[src/rtl/note_sequencer.sv]
// Multi-voice pattern sequencer: one scan over all voices per frame strobe,
// fetching a new note word from the shared pattern ROM when a voice expires.
module note_sequencer #(
  parameter int NUM_VOICES = 3,
  parameter int TRACK_LEN  = 64
) (
  input  logic                  i_clk,
  input  logic                  i_rst,
  input  logic                  i_frame_stb,
  input  logic                  i_enable,
  input  logic                  i_restart,
  output logic [7:0]            o_rom_addr,
  input  logic [15:0]           i_rom_data,
  output logic [NUM_VOICES-1:0] o_load,
  output logic [5:0]            o_pitch,
  output logic [4:0]            o_duration,
  output logic [3:0]            o_instrument,
  output logic                  o_busy,
  output logic                  o_overrun
);

  localparam int VW = 2;

  typedef enum logic [1:0] {
    IDLE,
    CHECK,
    CAPTURE,
    NEXT
  } state_t;

  state_t                state;
  logic [VW-1:0]         vidx;
  logic [7:0]            ptr [NUM_VOICES];
  logic [4:0]            rem [NUM_VOICES];
  logic [NUM_VOICES-1:0] load;
  logic [5:0]            pitch;
  logic [4:0]            duration;
  logic [3:0]            instrument;
  logic                  overrun;
  logic                  last_voice;
  logic                  wrap;

  function automatic logic [7:0] base_of(input int v);
    return 8'(v * TRACK_LEN);
  endfunction

  function automatic logic [7:0] last_of(input int v);
    return 8'(v * TRACK_LEN + TRACK_LEN - 1);
  endfunction

  assign last_voice = (vidx == VW'(NUM_VOICES - 1));
  assign wrap = i_rom_data[0] ||
                (ptr[vidx] == last_of(int'(vidx)));

  // Address is only presented while a voice with an expired note is checked,
  // so the synchronous ROM returns its word in the CAPTURE cycle.
  always_comb begin
    o_rom_addr = '0;
    if (state == CHECK && rem[vidx] == '0)
      o_rom_addr = ptr[vidx];
  end

  always_ff @(posedge i_clk) begin
    if (i_rst) begin
      state      <= IDLE;
      vidx       <= '0;
      load       <= '0;
      pitch      <= '0;
      duration   <= '0;
      instrument <= '0;
      overrun    <= 1'b0;
      for (int v = 0; v < NUM_VOICES; v++) begin
        ptr[v] <= base_of(v);
        rem[v] <= '0;
      end
    end else if (i_restart) begin
      state   <= IDLE;
      vidx    <= '0;
      load    <= '0;
      overrun <= 1'b0;
      for (int v = 0; v < NUM_VOICES; v++) begin
        ptr[v] <= base_of(v);
        rem[v] <= '0;
      end
    end else begin
      load    <= '0;
      overrun <= i_frame_stb && (state != IDLE);
      unique case (state)
        IDLE: begin
          if (i_frame_stb && i_enable) begin
            vidx  <= '0;
            state <= CHECK;
          end
        end
        CHECK: begin
          if (rem[vidx] != '0) begin
            rem[vidx] <= rem[vidx] - 5'd1;
            state     <= NEXT;
          end else begin
            state <= CAPTURE;
          end
        end
        CAPTURE: begin
          pitch      <= i_rom_data[15:10];
          duration   <= i_rom_data[9:5];
          instrument <= i_rom_data[4:1];
          load[vidx] <= 1'b1;
          rem[vidx]  <= i_rom_data[9:5];
          if (wrap)
            ptr[vidx] <= base_of(int'(vidx));
          else
            ptr[vidx] <= ptr[vidx] + 8'd1;
          state <= NEXT;
        end
        NEXT: begin
          if (last_voice) begin
            state <= IDLE;
          end else begin
            vidx  <= vidx + VW'(1);
            state <= CHECK;
          end
        end
      endcase
    end
  end

  assign o_load       = load;
  assign o_pitch      = pitch;
  assign o_duration   = duration;
  assign o_instrument = instrument;
  assign o_overrun    = overrun;
  assign o_busy       = (state != IDLE);

endmodule

[config.mk]
export PLATFORM = sky130hd
export DESIGN_NAME = note_sequencer
export DESIGN_NICKNAME = d
export VERILOG_FILES = /design/src/rtl/note_sequencer.sv
export SDC_FILE = /design/constraint.sdc
export NUM_CORES = 1
export LEC_CHECK = 0
export ABC_AREA = 1
export ABC_CLOCK_PERIOD_IN_PS = 5600
export CELL_PAD_IN_SITES_DETAIL_PLACEMENT = 0
export CELL_PAD_IN_SITES_GLOBAL_PLACEMENT = 2
export CORE_UTILIZATION = 36
export CTS_CLUSTER_SIZE = 28
export DETAILED_ROUTE_END_ITERATION = 12
export GPL_TIMING_DRIVEN = 0
export PLACE_DENSITY = 0.86
export SLEW_MARGIN = 5
export SYNTH_ARGS = -nofsm -noshare
export SYNTH_HDL_FRONTEND = slang
export SYNTH_SLANG_ARGS = --single-unit
[constraint.sdc]
create_clock -name i_clk -period 5.6 [get_ports i_clk]
set_input_delay 1.68 -clock i_clk [delete_from_list [all_inputs] [get_ports i_clk]]
set_output_delay 1.68 -clock i_clk [all_outputs]
set_load 0.005 [all_outputs]
; ---- After elaboration in Yosys (flattened, before gate mapping)
; Memories as Yosys holds them, arrays and structs flattened. A register that Yosys moved wholly into a read port is not among the register bits.
; Cells that the tools add are included.
[totals]
latch_bits = 0
output_inout_bits = 28
romBits = 0
memories = 2
mem_bits_rw = 39
in_bits = 21
reg_bits = 23
word_cells = 101
[classes]
eq_ne = 7
n_shift = 0
add_sub_neg = 5
magnitude_cmp = 2
n_reduce_logical = 16
n_bitwise = 10
n_div = 0
mul = 0
n_mux = 52
[memory_table]
columns = name, depth, word_bits, rd, rd_ports_with_merged_regs, write_ports, line
row1 = ptr, 3, 8, 1, 1, 3, 33  ; logic [7:0] ptr [NUM_VOICES];
row2 = rem, 3, 5, 1, 1, 3, 34  ; logic [4:0] rem [NUM_VOICES];
[op_table]
columns = operator, count
row1 = 8-bit two-way mux, 6
row2 = 1-bit two-way mux, 29
row3 = 5-bit two-way mux, 5
row4 = 2-bit two-way mux, 9
row5 = "8-bit by 1-bit adder with 8-bit output, second input constant", 1
row6 = "8-bit by 7-bit adder with 8-bit output, second input constant", 1
row7 = 8-bit equality test, 1
row8 = 1-bit bitwise OR, 8
row9 = 2-bit one-hot mux with 4 select lines, 1
row10 = 8-bit OR reduction, 1
row11 = "8-bit by 1-bit subtractor with 8-bit output, second input constant", 1
row12 = "2-bit equality test, second input constant", 3
row13 = 5-bit logical NOT, 1
row14 = 5-bit nonzero test, 1
row15 = 5-bit OR reduction, 1
row16 = "5-bit by 1-bit subtractor with 5-bit output, second input constant", 1
row17 = 1-bit logical AND, 4
row18 = "2-bit inequality test, second input constant", 2
row19 = 2-bit one-hot mux with 2 select lines, 1
row20 = 2-bit nonzero test, 2
row21 = "2-bit by 3-bit less-than comparator with 1-bit output, second input constant", 1
row22 = 3-bit AND reduction, 1
row23 = 3-bit OR reduction, 1
row24 = "2-bit by 1-bit adder with 2-bit output, second input constant", 1
row25 = other kinds (8), 9

; ---- Longest topological paths before layout
; Gate-level depths: netlist of run 1.
[depth]
ltp_word = 12
mapped_depth = 15
ltp_nobuf = 14

; ---- Worst setup path after synthesis of run 1
; No wires, ideal clock.
[synth_timing]
kind = reg-to-output
from = register with a tool-made name
to = output o_rom_addr[1]
n_path_buf = 2
arrival_time_ps = 1553
path_stages_with_launch = 11
path_slack_ps = 2367
t_required_ps = 3920
path_cell_list = dfxtp_1 > buf_4 > inv_4 > buf_4 > nand3_1 > nand2_1 > ha_1 > nand4_2 > inv_1 > nand2_1 > a21oi_1
[synth_rtl]
columns = item, line
row1 = end: declaration, 12  ; output logic [7:0] o_rom_addr,

==> flow_summary.toml, run 1 <==
[worst_setup_path]
crit_path_max_incr_delay_ns = 0.52
critPathKind = "reg2out"
cp_num_cells = 11
cp_slowest_cell = "clkdlybuf4s50_1"
worstReg2RegEnd = "rem[2][4]$_SDFFCE_PN0P_"
cp_top_family = "buffers and inverters"
path_cells = "buf_4, inv_4, buf_4, nand3_1, nand2_1, ha_1, nand4_2, inv_1, nand2_1, nor2_1, clkdlybuf4s50_1"
cp-start-kind = "register"
ff2ff_path_depth = 11
crit_buf_inv = 5
end_kind = "output port"
endpoint = "o_rom_addr[7]"
cp.required_ns = 3.92
crit_arrival_ns = 3.04
cp_max_fo = 10
r2r_setup_slack_ns = 3.06

[cts]
tritoncts.num_buffers = 9
clock_path_buffers = 2
cts_resized = 0
insertion_delay_ns = 0.35
cts_hold_buf = 0
ctsRootBufferMaster = "clkbuf_8"
htree_levels = 3
postCtsSetupBuffers = 0
path_clk_slew_ns = 0.07
cts_tree = "built"
cts_sinks = 77

[placed_design]
gp_congestion = 0.749
port_buffers = 47
dpl.hpwl_um = 6820

[route]
ant_nets = 0
viasPerCell = 4.66
drtIter0Drc = 176
drtPass1Iterations = 4
drc = 0
via_count = 3025
wl_per_cell_um = 14.4
wl_um = 9370

[global_routing]
grt_max_degree = 13
track_usage_pct = 18.0
antenna_found_initial = 0
overflow = 0
grt_pass1_vias = 3012
grt_pass1_wl_um = 15200

[logic_synthesis]
synth_cells = 450
avgSynthCellArea_sq_um = 8.63
yosysWarnings = 0
ys_types = 31
ys_seq_area_share_pct = 53.1
synth_fp_nets = 481
synthesis.area_sq_mm = 0.00388
ys_ff_latch = 77

[floorplan]
dieArea_sq_mm = 0.0112
boundaryPins = 49
die-width_um = 106
coreArea_sq_mm = 0.0104
rows = 37
die_h_um = 106
start_util_pct = 37.5

[final_layout]
drive_gt1_share_pct = 11.1
area_growth_syn_to_layout_pct = 21.3
fin_util_pct = 45.4
multiInputGateArea_sq_mm = 0.00153
seq_area_sq_mm = 0.00206
diodes = 0
nNetsFinal = 539
fillers = 1055

[power_and_ir_drop]
comb_power_share_pct = 14.4
p_int_uw = 902
clkPwrFrac_pct = 33.8
p_leak_uw = 0.00195
power.density_mw_per_mm2 = 258
power.switching_uw = 315
pwr-share-seq_pct = 51.8
irDropWorstVdd_mv = 0.0967
swShare_pct = 25.9

[flow_run]
cap_violations = 0

[timing]
report.final.slew_viol_count = 0
setup_violations = 0
slew_headroom_pct = 46.1
rsz0062_at_grt = "no"
fmax_mhz = 212
finClkSkew_ns = 0.00742
tightest_slew_ns = 0.805
tns_ns = 0
layout_min_cycle_time_ns = 4.72
period_share_pct = 84.3
hold_viol = 0

[worst_hold_path]
hp-class = "reg2reg"

[status]
status = "finished clean"
[power by group through the flow]
stage	Sequential, uW	Clock, uW	Combinational [uW]
5_1_grt	633	442	196
4_1_cts	631	420	177
3_5_place_dp	644	0	176
2_1_floorplan	642	0	117
3_3_place_gp	643	0	174
6_report	631	412	175
[worst min path at each step]
stage	startpoint	to	slack, ns	cells past startpoint
CTS	o_pitch[2]$_SDFFE_PP0P_	o_pitch[2]$_SDFFE_PP0P_	0.47	2
detailed placement	o_pitch[5]$_SDFFE_PP0P_	o_pitch[5]$_SDFFE_PP0P_	0.46	2
global route	o_pitch[1]$_SDFFE_PP0P_	o_pitch[1]$_SDFFE_PP0P_	0.48	2
floorplan	o_instrument[0]$_SDFFE_PP0P_	o_instrument[0]$_SDFFE_PP0P_	0.46	2
finish	o_instrument[2]$_SDFFE_PP0P_	o_instrument[2]$_SDFFE_PP0P_	0.47	2
global placement	o_pitch[5]$_SDFFE_PP0P_	o_pitch[5]$_SDFFE_PP0P_	0.45	2
[kinds of logic after synthesis]
| logic type | after synthesis | synth area share [%] |
|---|---|---|
| AND/OR/NAND/NOR | 265 | 31.0 |
| AO/OA/AOI/OAI | 31 | 4.77 |
| buffers and inverters | 65 | 7.44 |
| adder cells (fa/ha/maj) | 10 | 3.22 |
| flip-flops | 77 | 53.1 |
| XOR/XNOR | 2 | 0.451 |
[final cells by class]
type,instances,share of cell area [%]
Buffer,12,1.75
Clock buffer,13,3.16
Clock inverter,3,0.797
Inverter,53,4.38
Multi-Input combinational cell,308,32.5
Sequential cell,77,43.8
Tap cell,136,3.61
Timing Repair Buffer,47,9.99
[routing by layer]
| layer | up-vias | wire length, um | global-route usage (%) | part of all wire, % |
|---|---|---|---|---|
| li1 | 1555 | - | - | - |
| met1 | 1397 | 4360 | 23.6 | 47 |
| met2 | 65 | 4440 | 30.0 | 47 |
| met3 | 8 | 483 | 3.65 | 5.2 |
| met4 | 0 | 85 | 5.36 | 0.91 |
| met5 | - | 0 | 0 | 0 |
[synth_stat cells (all sizes together)]
cell type / count / area share [%]
clkbuf: 3 / 0.29
dfxtp: 25 / 13
nand3: 37 / 5.5
inv: 53 / 5.3
edfxtp: 52 / 40
o31ai: 4 / 0.77
or2: 1 / 0.16
nand3b: 1 / 0.19
nand2: 162 / 16
a21oi: 20 / 2.9
o21ai: 5 / 0.74
nand4: 3 / 0.64
and2: 1 / 0.16
buf: 9 / 1.8
xnor2: 1 / 0.23
nor2: 60 / 7.8
ha: 10 / 3.2
xor2: 1 / 0.23
a211oi: 2 / 0.39
[registers in the layout (all words and copies together), names as in the netlist, named ones only]
name / flops
state: 2
ptr: 32
o_overrun: 1
o_pitch: 6
o_load: 3
o_duration: 5
rem: 20
o_instrument: 4
vidx: 2
[cells in the final DEF (no fill, tap or decap)]
| cell | instances |
|---|---|
| edfxtp_1 | 52 |
| a211oi_1 | 2 |
| nand3_2 | 6 |
| nand3_1 | 31 |
| inv_4 | 3 |
| a21oi_1 | 19 |
| buf_6 | 3 |
| xnor2_1 | 1 |
| o31ai_1 | 4 |
| clkbuf_1 | 6 |
| clkdlybuf4s50_1 | 47 |
| and2_1 | 1 |
| a21oi_4 | 1 |
| nand4_2 | 1 |
| inv_1 | 48 |
| nand3b_1 | 1 |
| clkbuf_8 | 10 |
| o21ai_2 | 1 |
| xor2_1 | 1 |
| inv_2 | 2 |
| nand4_1 | 2 |
| buf_2 | 3 |
| nor2_4 | 3 |
| or2_2 | 1 |
| o21ai_0 | 4 |
| nor2_1 | 51 |
| ha_1 | 10 |
| nor2_8 | 3 |
| clkinv_1 | 2 |
| nor2_2 | 3 |
| nand2_1 | 149 |
| bufinv_16 | 1 |
| dfxtp_1 | 25 |
| nand2_2 | 13 |
| buf_4 | 3 |
[through the flow]
stage / worst slack [ns] / total power (uW) / instance area [sq um] / instances / hold WS [ns]
finish: 0.876 / 1220 / 4710 / 649 / 0.466
global route: 0.690 / 1270 / 4710 / 649 / 0.482
CTS: 0.829 / 1230 / 4710 / 649 / 0.472
detailed placement: 1.22 / 820 / 4520 / 633 / 0.456
global placement: 1.20 / 817 / 4520 / 633 / 0.447
floorplan: 2.37 / 759 / 3880 / 450 / 0.457
[worst min-delay path, stage by stage (launching register included)]
cell and delay [ns]:
dfxtp_1 0.31, nand2_1 0.06, a21oi_1 0.05
Power figures use the tool's default switching activity.
==> inputs of run 2 (changes only) <==
--- a/config.mk
+++ b/config.mk
@@ -6,14 +6,14 @@
 export NUM_CORES = 1
 export LEC_CHECK = 0
 export ABC_AREA = 1
-export ABC_CLOCK_PERIOD_IN_PS = 5600
+export ABC_CLOCK_PERIOD_IN_PS = 4700
 export CELL_PAD_IN_SITES_DETAIL_PLACEMENT = 0
 export CELL_PAD_IN_SITES_GLOBAL_PLACEMENT = 2
-export CORE_UTILIZATION = 36
+export CORE_UTILIZATION = 34
 export CTS_CLUSTER_SIZE = 28
 export DETAILED_ROUTE_END_ITERATION = 12
 export GPL_TIMING_DRIVEN = 0
-export PLACE_DENSITY = 0.86
+export PLACE_DENSITY = 0.82
 export SLEW_MARGIN = 5
 export SYNTH_ARGS = -nofsm -noshare
 export SYNTH_HDL_FRONTEND = slang
==> constraint.sdc (replaced) <==
create_clock -name i_clk -period 4.7 [get_ports i_clk]
set_input_delay 1.41 -clock i_clk [delete_from_list [all_inputs] [get_ports i_clk]]
set_output_delay 1.41 -clock i_clk [all_outputs]
set_load 0.005 [all_outputs]
==> run 2 against run 1 <==
  * Cell area rose by 2.5%
  * Combinational power grew 18%
  * Sequential cell count is the same
  * Core utilization shrank 1.5 points
  * Highest routed layer unchanged
  * Worst hold slack got worse by 0.0044 ns
==> flow_summary.toml, run 2 (same netlist as run 1, synthesis figures left out) <==
[global_routing]
grt_pass1_wl_um = 14600
grt_pass1_vias = 2829
antenna_found_initial = 0
grt_max_degree = 13
track_usage_pct = 17.0
overflow = 0

[route]
drtPass1Iterations = 4
drtIter0Drc = 144
ant_nets = 0
drc = 0
wl_um = 9360
viasPerCell = 4.57
wl_per_cell_um = 14.3
via_count = 2983

[cts]
cts_tree = "built"
cts_sinks = 77
htree_levels = 3
cts_resized = 0
insertion_delay_ns = 0.33
tritoncts.num_buffers = 9
cts_hold_buf = 0
ctsRootBufferMaster = "clkbuf_16"
clock_path_buffers = 2
postCtsSetupBuffers = 0
path_clk_slew_ns = 0.06

[flow_run]
cap_violations = 0

[worst_setup_path]
cp_max_fo = 10
end_kind = "output port"
cp-start-kind = "register"
crit_arrival_ns = 2.98
critPathKind = "reg2out"
cp.required_ns = 3.29

[power_and_ir_drop]
power.switching_uw = 398
swShare_pct = 24.3
irDropWorstVdd_mv = 0.215
clkPwrFrac_pct = 41.4
p_int_uw = 1240
p_leak_uw = 0.00200
power.density_mw_per_mm2 = 339
pwr-share-seq_pct = 46.0
comb_power_share_pct = 12.6

[timing]
tightest_slew_ns = 0.844
report.final.slew_viol_count = 0
slew_headroom_pct = 43.5
timing.hold.ws_ns = 0.462
finClkSkew_ns = 0.00908
tns_ns = 0
setup_violations = 0
fmax_mhz = 228
setup_ws_ns = 0.306
period_share_pct = 93.5
hold_viol = 0
rsz0062_at_grt = "no"
layout_min_cycle_time_ns = 4.39

[final_layout]
mostFrequentLayoutCell = "nand2_1"
nNetsFinal = 539
final_cell_mix = "149 x nand2_1, 52 x edfxtp_1, 51 x nor2_1"
fillers = 1096
largest_register_ffs = 32
drive_gt1_share_pct = 11.7
diodes = 0
stdcell_count = 653
fin_util_pct = 44.0
area_growth_syn_to_layout_pct = 24.3
regMostFlops = "ptr"

[floorplan]
die_h_um = 109
coreArea_sq_mm = 0.0110
dieArea_sq_mm = 0.0119
boundaryPins = 49
die-width_um = 109
rows = 38
start_util_pct = 35.4

[status]
status = "finished clean"

[placed_design]
dp_slack_ns = 0.590
port_buffers = 47
gp_congestion = 0.782
dpl.hpwl_um = 6810
dp_cells = 637

[worst_hold_path]
hp-class = "reg2reg"
[run 2: final cells by class]
| class | count | area [sq um] | share of cell area [%] |
|---|---|---|---|
| Clock buffer | 14 | 285 | 5.91 |
| Clock inverter | 2 | 13.8 | 0.285 |
| Tap cell | 140 | 175 | 3.63 |
| Multi-Input combinational cell | 308 | 1530 | 31.7 |
| Sequential cell | 77 | 2060 | 42.7 |
| Inverter | 53 | 206 | 4.28 |
| Timing Repair Buffer | 47 | 470 | 9.74 |
| Buffer | 12 | 82.6 | 1.71 |
[run 2: worst paths after layout]
kind | start | to | slack, ns | depth (start not counted)
hold reg to reg | o_instrument[3]$_SDFFE_PP0P_ | o_instrument[3]$_SDFFE_PP0P_ | 0.46 | 2
hold / removal | o_instrument[3]$_SDFFE_PP0P_ | o_instrument[3]$_SDFFE_PP0P_ | 0.46 | 2
setup reg to reg | register | ptr[1][7]$_SDFFCE_PN0P_ | 2.12 | 14
setup / recovery | register | o_rom_addr[1] | 0.31 | 10
[run 2: layer usage]
metal | GRT usage, % | part of all wire (%)
met2 | 26.8 | 45
met1 | 23.5 | 48
met3 | 2.63 | 5.0
met5 | 0 | 0
met4 | 6.08 | 1.4
[run 2: worst max-delay path: stages (launching register included)]
cell and delay (ns):
dfxtp_1 0.30, buf_4 0.18, buf_2 0.32, nand3_1 0.11, nand2_1 0.16, ha_1 0.25, nand4_2 0.19, inv_1 0.09
nand2_1 0.24, a21oi_1 0.25, clkdlybuf4s50_1 0.53
[run 2: power groups by stage]
stage | sequential, uW | clock (uW) | combinational (uW)
6_report | 753 | 677 | 206
3_5_place_dp | 767 | 0 | 207
2_1_floorplan | 765 | 0 | 139
4_1_cts | 753 | 682 | 209
5_1_grt | 754 | 715 | 235
3_3_place_gp | 767 | 0 | 207
[run 2: metrics by stage]
step,total power (uW),instance area (sq um)
after floorplan,904,3880
after global placement,974,4530
after detailed placement,974,4530
after CTS,1640,4830
after global routing,1700,4830
final,1640,4830
==> inputs of run 3 (changes only) <==
--- a/config.mk
+++ b/config.mk
@@ -9,11 +9,13 @@
 export ABC_CLOCK_PERIOD_IN_PS = 4700
 export CELL_PAD_IN_SITES_DETAIL_PLACEMENT = 0
 export CELL_PAD_IN_SITES_GLOBAL_PLACEMENT = 2
-export CORE_UTILIZATION = 34
+export CORE_UTILIZATION = 38
 export CTS_CLUSTER_SIZE = 28
 export DETAILED_ROUTE_END_ITERATION = 12
+export DONT_BUFFER_PORTS = 1
 export GPL_TIMING_DRIVEN = 0
-export PLACE_DENSITY = 0.82
+export HOLD_SLACK_MARGIN = 0.02
+export PLACE_DENSITY = 0.8
 export SLEW_MARGIN = 5
 export SYNTH_ARGS = -nofsm -noshare
 export SYNTH_HDL_FRONTEND = slang
==> run 3 against run 2 <==
  * Sequential share of layout area rose by 5.9 points
  * Combinational power fell by 12%
  * Cell area fell by 12%
  * Die area fell by 10%
  * Clock power fell by 28%
  * Clock-buffer cell count fell by 1
  * Worst hold slack improved by 0.023 ns
  * Highest routed layer unchanged
  * Worst setup slack improved by 0.46 ns
  * Via count fell by 4.5%
  * Wire length fell by 2.5%
  * Clock skew rose by 0.0014 ns
==> flow_summary.toml, run 3 (same netlist as run 1, synthesis figures left out) <==
[route]
wl_per_cell_um = 15.2
ant_nets = 0
drc = 0
viasPerCell = 4.76
via_count = 2849
drtPass1Iterations = 4
drtIter0Drc = 81
wl_um = 9130

[worst_setup_path]
cp_max_fo = 10
cp-start-kind = "register"
path_cells = "buf_4, inv_4, buf_4, nand3_1, nand2_1, ha_1, nand4_2, inv_1, nand2_1, a21oi_1"
cp_slowest_cell = "dfxtp_1"
cp.required_ns = 3.29
crit_path_max_incr_delay_ns = 0.30
critPathKind = "reg2out"
crit_buf_inv = 4
cp_top_family = "simple AND/OR/NAND/NOR gates"
end_kind = "output port"
crit_arrival_ns = 2.52

[timing]
fmax_mhz = 254
hold_viol = 0
slew_headroom_pct = 43.1
tightest_slew_ns = 0.850
period_share_pct = 83.7
tns_ns = 0
setup_violations = 0
report.final.slew_viol_count = 0
layout_min_cycle_time_ns = 3.93
rsz0062_at_grt = "no"
finClkSkew_ns = 0.0104

[cts]
insertion_delay_ns = 0.35
path_clk_slew_ns = 0.07
cts_hold_buf = 0
ctsRootBufferMaster = "clkbuf_8"
htree_levels = 3
cts_sinks = 77
postCtsSetupBuffers = 0
clock_path_buffers = 2
cts_resized = 0
tritoncts.num_buffers = 9
cts_tree = "built"

[power_and_ir_drop]
power.density_mw_per_mm2 = 335
p_leak_uw = 0.00179
p_int_uw = 1040
power.switching_uw = 376
irDropWorstVdd_mv = 0.163
pwr-share-seq_pct = 53.0
comb_power_share_pct = 12.8
clkPwrFrac_pct = 34.2
finalPower_uw = 1420
swShare_pct = 26.4

[final_layout]
diodes = 0
regMostFlops = "ptr"
nNetsFinal = 492
drive_gt1_share_pct = 13.3
final_cell_mix = "149 x nand2_1, 52 x edfxtp_1, 51 x nor2_1"
mostFrequentLayoutCell = "nand2_1"
area_growth_syn_to_layout_pct = 9.31
largest_register_ffs = 32

[floorplan]
dieArea_sq_mm = 0.0106
coreArea_sq_mm = 0.00982
boundaryPins = 49
start_util_pct = 39.6
die_h_um = 103
rows = 36
die-width_um = 103

[global_routing]
antenna_found_initial = 0
grt_pass1_vias = 2742
grt_pass1_wl_um = 14300
track_usage_pct = 18.8
overflow = 0
grt_max_degree = 13

[placed_design]
port_buffers = 0
gp_congestion = 0.817
dpl.hpwl_um = 6570

[status]
status = "finished clean"

[worst_hold_path]
hp-class = "reg2reg"

[flow_run]
cap_violations = 0
## run 3: changes by cell type in the layout (fill, tap and decap cells not counted)
cell,change
clkdlybuf4s50_1,-47
clkbuf_8,+11
clkbuf_16,-10
clkbuf_1,-2
clkinv_2,+1
clkinv_4,-1
inv_4,+1
## run 3: per-layer routing
| layer | up-vias | global-route usage [%] | routed length, um |
|---|---|---|---|
| met5 | - | 0 | 0 |
| met4 | 0 | 9.21 | 189 |
| met3 | 17 | 3.19 | 437 |
| met2 | 59 | 29.2 | 4180 |
| met1 | 1311 | 25.5 | 4320 |
| li1 | 1462 | - | - |
## run 3: cell type report
class                      instances  area, sq um
inverter                          53          206
tap                              133          166
sequential                        77         2060
clock buffer                      13          179
clock inverter                     3         16.3
buffer                            12         82.6
fill                            1035         5570
multi-input combinational        308         1530
## run 3: worst paths after layout
path,to,start,cells past startpoint,slack [ns]
worst max-delay path,o_rom_addr[1],register,10,0.77
worst min register to register,o_pitch[5]$_SDFFE_PP0P_,o_pitch[5]$_SDFFE_PP0P_,2,0.49
worst min-delay path,o_pitch[5]$_SDFFE_PP0P_,o_pitch[5]$_SDFFE_PP0P_,2,0.49
worst max register to register,ptr[0][6]$_SDFFCE_PN0P_,register,14,2.19
## run 3: worst min-delay path, delay by kind of cell, from the launching register on
family | cells | cell delay [ns]
AOI/OAI and AO/OA | 1 | 0.05
and+or+nand+nor | 1 | 0.06
DFF | 1 | 0.33
## run 3: stage by stage
| stage | instances | worst slack [ns] | hold slack [ns] | utilization [%] | area (sq um) |
|---|---|---|---|---|---|
| final | 599 | 0.767 | 0.485 | 43.2 | 4250 |
| after global routing | 599 | 0.562 | 0.504 | 43.2 | 4250 |
| after CTS | 599 | 0.694 | 0.489 | 43.2 | 4250 |
| after detailed placement | 583 | 1.09 | 0.474 | 41.2 | 4050 |
| after global placement | 583 | 1.11 | 0.470 | 41.2 | 4050 |
| after floorplan | 450 | 1.74 | 0.457 | - | 3880 |
## run 3: power by group through the flow
stage	clock, uW	sequential (uW)	combinational (uW)
2_1_floorplan	0	765	139
3_3_place_gp	0	767	182
3_5_place_dp	0	768	183
4_1_cts	499	752	184
5_1_grt	523	754	208
6_report	486	752	182
==> edit 1 (settings of run 3) <==
Reset style: asynchronous (`i_rst`), changed in one clocked block.
--- a/src/rtl/note_sequencer.sv
+++ b/src/rtl/note_sequencer.sv
@@ -60,7 +60,7 @@
       o_rom_addr = ptr[vidx];
   end
 
-  always_ff @(posedge i_clk) begin
+  always_ff @(posedge i_clk or posedge i_rst) begin
     if (i_rst) begin
       state      <= IDLE;
       vidx       <= '0;
Check against the original RTL: differs if i_rst is asserted again (counterexample within 4 cycles, from zero or initial values and one cycle with i_rst high); with i_rst held inactive, the same outputs for 10 cycles.
==> edit 1 against run 3 <==
- area after synthesis fell by 13%
- critical path depth rose by 1
- wire length fell by 4.6%
- sequential cell count decreased by 15
- final area down 12%
- synthesized cell count shrank 7.3%
- hold slack gained 0.0021 ns
- clock skew rose by 0.0025 ns
- via count decreased by 5.8%
- setup slack got worse by 0.37 ns
Power is not compared: it rests on default switching activity, and its combinational part moved more than twofold at a synthesized area within 25%.
==> edit 1: results (changes against run 3) <==
run status complete, no violations; met1 global-route usage 26.69% (+1.2 points); clk sink count 62 (-19%); Synth Net Count 449 (-6.7%); Signal buffers 9 (-3); multi-input gate share of total cell area 41.55% (+5.4 points); Met2 Wirelength 4268 um (+2.0%); Reg clk slew, reported paths 0.08 ns; met2 Use GR 35.22% (+6.0 points); area share of fa/ha/maj cells after synthesis 4.076% (+0.85 points); max FFs per register 24 (-25%); CP arrival 2.89 ns (+0.37 ns); layout inverter count without the clock tree 54 (+1.9%); Sequential Area 0.001554 mm^2 (-25%); vias in the first global route 2,611 (-4.8%); first-pass GRT wire length 13,880 um (-2.7%); CP max stage delay 0.52 ns (+0.22 ns); Async S/R FF share, synth 100.0% (+100 points); Crit path max-delay family compound AO/OA/AOI/OAI gates; GP Congestion 0.7680 (-6.0%); Synth Area in XOR/XNOR 0.7781% (+0.33 points); drt wl/cell 16.09 um (+5.6%); ys flop type dfrtp_1; post-synthesis mux area share 4.335% (+4.3 points); 1st-iter DRT viols 118 (+46%); main combinational cell family by area after synthesis simple AND/OR/NAND/NOR gates; Final non-clock buffer share 1.703% (-0.24 points); Total GRT Usage 20.91% (+2.1 points); CLK BUF 10 (-3); Via-to-Cell Ratio 4.959 (+4.3%); multi-input logic cell count 292 (-5.2%); Post-Place Worst Slack 0.7648 ns (-0.3211 ns); Worst-Skew Late Latency 0.34 ns; Synth Area in Compound Gates 9.189% (+4.4 points); Post-CTS Setup Bufs 0 (unchanged); fill count 938 (-9.4%); worst clock skew 0.01297 ns (+0.002535 ns); final WL 8706 um (-4.6%); largest net degree at the start of global routing 63 (+50); Seq/Total Area, Yosys 46.02% (-7.1 points); met3 wire len 312 um (-29%); design area 0.003746 mm^2 (-12%); post-synth cell types 29 (-6.5%); Crit Path Max Fanout 11 (+1); nets 460 (-6.5%); clock network contribution to total cell area 6.179% (+1.6 points); placed cell count 525 (-9.9%); Detail Placement HPWL 6166 um (-6.1%); most frequent cells after synthesis nand2_1, dfrtp_1, inv_1; Placement Cell Area 0.003515 mm^2 (-13%); Synth Instances 417 (-7.3%); Post-synth EDFFs 0 (-100%); Area contributors post-synth dfrtp_1, nand2_1, inv_1, nand3_1, mux2_2; HP Class reg2reg; Worst path slowest cell dfrtp_1; layout cells sized above 1 14.09% (+0.78 points); M3 GR Usage 5.055% (+1.9 points); WL met1 4039 um (-6.5%); Die W 96.27 um (-6.6%)
## edit 1: cell count changes after synthesis, sizes merged, moves of 4 or more
cell / run 3 / this run
dfrtp: 0 / 60
edfxtp: 52 / 0
nand2: 162 / 128
o21ai: 5 / 36
dfxtp: 25 / 0
nor2: 60 / 41
a21oi: 20 / 7
mux2: 0 / 13
o22ai: 0 / 10
o31ai: 4 / 0
## edit 1: worst paths after layout
path,start,endpoint,slack (ns),depth (start not counted)
min in group asynchronous,i_rst,ptr[19],1.09,1
min,rem[10],rem[10],0.49,2
min reg2reg,rem[10],rem[10],0.49,2
max in group asynchronous,i_rst,ptr[13],3.10,1
max,vidx[1],o_rom_addr[1],0.40,11
max reg2reg,vidx[1],ptr[22],1.85,8
## edit 1: worst min-delay path, cell delays in order (launching register included)
cell,delay [ns]
dfrtp_1,0.35
nand2_1,0.05
nand2_1,0.05
## edit 1: report_power, final
group	switching (mW)	internal, mW
Sequential	0.0716	0.636
Clock	0.236	0.317
Combinational	0.438	0.232
==> edit 2 (flow settings as in run 3) <==
Without the edit above. Set the parameter `NUM_VOICES` to 5 (it was 3).
--- a/src/rtl/note_sequencer.sv
+++ b/src/rtl/note_sequencer.sv
@@ -1,7 +1,7 @@
 // Multi-voice pattern sequencer: one scan over all voices per frame strobe,
 // fetching a new note word from the shared pattern ROM when a voice expires.
 module note_sequencer #(
-  parameter int NUM_VOICES = 3,
+  parameter int NUM_VOICES = 5,
   parameter int TRACK_LEN  = 64
 ) (
   input  logic                  i_clk,
Interface: changed (resized o_load); port bits go from 49 to 51. No check against the original RTL was run, so the function may have changed too.
==> edit 2 against run 3 <==
- final area decreased by 0.85%
- wire length decreased by 1.8%
- clock power increased by 4%
- hold slack improved by 0.015 ns
- utilization decreased by 0.17 points
- sequential power increased by 2%
- fmax decreased by 4.9%
- area after synthesis decreased by 0.87%
- count of clock-buffer cells in the layout decreased by 1
- setup slack got worse by 0.20 ns
- sequential cell count increased by 1
- die area decreased by 0.85%
- power increased by 2.2%
- critical path type unchanged
- largest power group unchanged
- highest routed layer unchanged
==> edit 2: results (changes against run 3) <==
Rel. slew slack 62.05% (+19 points); 1st-iter DRT viols 165 (+100%); M3 GR Usage 4.814% (+1.6 points); placed cell count 558 (-4.3%); run status complete, no violations; Area contributors post-synth edfxtp_1, dfxtp_1, nand2_1, nor2_1, nand3_1; design area 0.004209 mm^2 (-0.85%); most frequent cells after synthesis nand2_1, nor2_1, edfxtp_1; GP Congestion 0.7921 (-3.0%); Worst Hold Endpoint o_duration[0]; Crit path max-delay family compound AO/OA/AOI/OAI gates; Post-Place Worst Slack 0.9524 ns (-0.1335 ns); met1 global-route usage 25.22% (-0.28 points); fill count 972 (-6.1%); CP max stage delay 0.46 ns (+0.16 ns); hold_sp o_duration[0]; Detail Placement HPWL 6606 um (+0.57%); Synth Net Count 456 (-5.2%); WL met1 4416 um (+2.2%); CP arrival 2.72 ns (+0.20 ns); Total GRT Usage 18.73% (-0.065 points); R2R Setup Slk 1.94 ns (-0.25 ns); Met2 Wirelength 3906 um (-6.6%); first-pass GRT wire length 14,300 um (+0.34%); Synth Instances 425 (-5.6%); drt wl/cell 15.62 um (+2.5%); layout cells sized above 1 12.93% (-0.38 points); Worst VDD drop 0.1607 mV (-1.1%); r2r endpoint rem[2][4]; R2R depth 13 (-1); largest net degree at the start of global routing 14 (+1); Static Leak 1.725 nW (-3.7%); post-synth cell types 39 (+26%); Placement Cell Area 0.004016 mm^2 (-0.83%)
[edit 2: cell count changes after synthesis, moves of 3 or more]
cell / change
a21oi_1: -10
inv_1: -15
inv_4: -3
nand2_1: -53
nand2_2: -4
nand4_4: +3
nor2_1: +31
nor3_1: +4
o211ai_1: +4
o21ai_0: +12
o31ai_1: -4
[edit 2: report_power, final]
part / total [mW] / switching [mW] / internal [mW]
combinational: 0.180 / 0.127 / 0.0529
clock: 0.505 / 0.246 / 0.259
sequential: 0.767 / 0.0120 / 0.755
total: 1.45 / 0.385 / 1.07
[edit 2: cells by family after synthesis]
kind of cell | synth area share (%)
AOI/OAI and AO/OA | 5.720
xor gates and xnor gates | 0.9101
adders and majority gates | 3.250
buffers and inverters | 5.914
DFF | 54.08
other | 0.09740
and+or+nand+nor | 30.03
[edit 2: final cells by class]
type,instances,area share (%)
sequential,78,49.46
multi-input combinational,296,36.59
inverter,37,3.300
clock inverter,4,1.130
tap,133,3.954
buffer,14,2.111
clock buffer,12,3.448
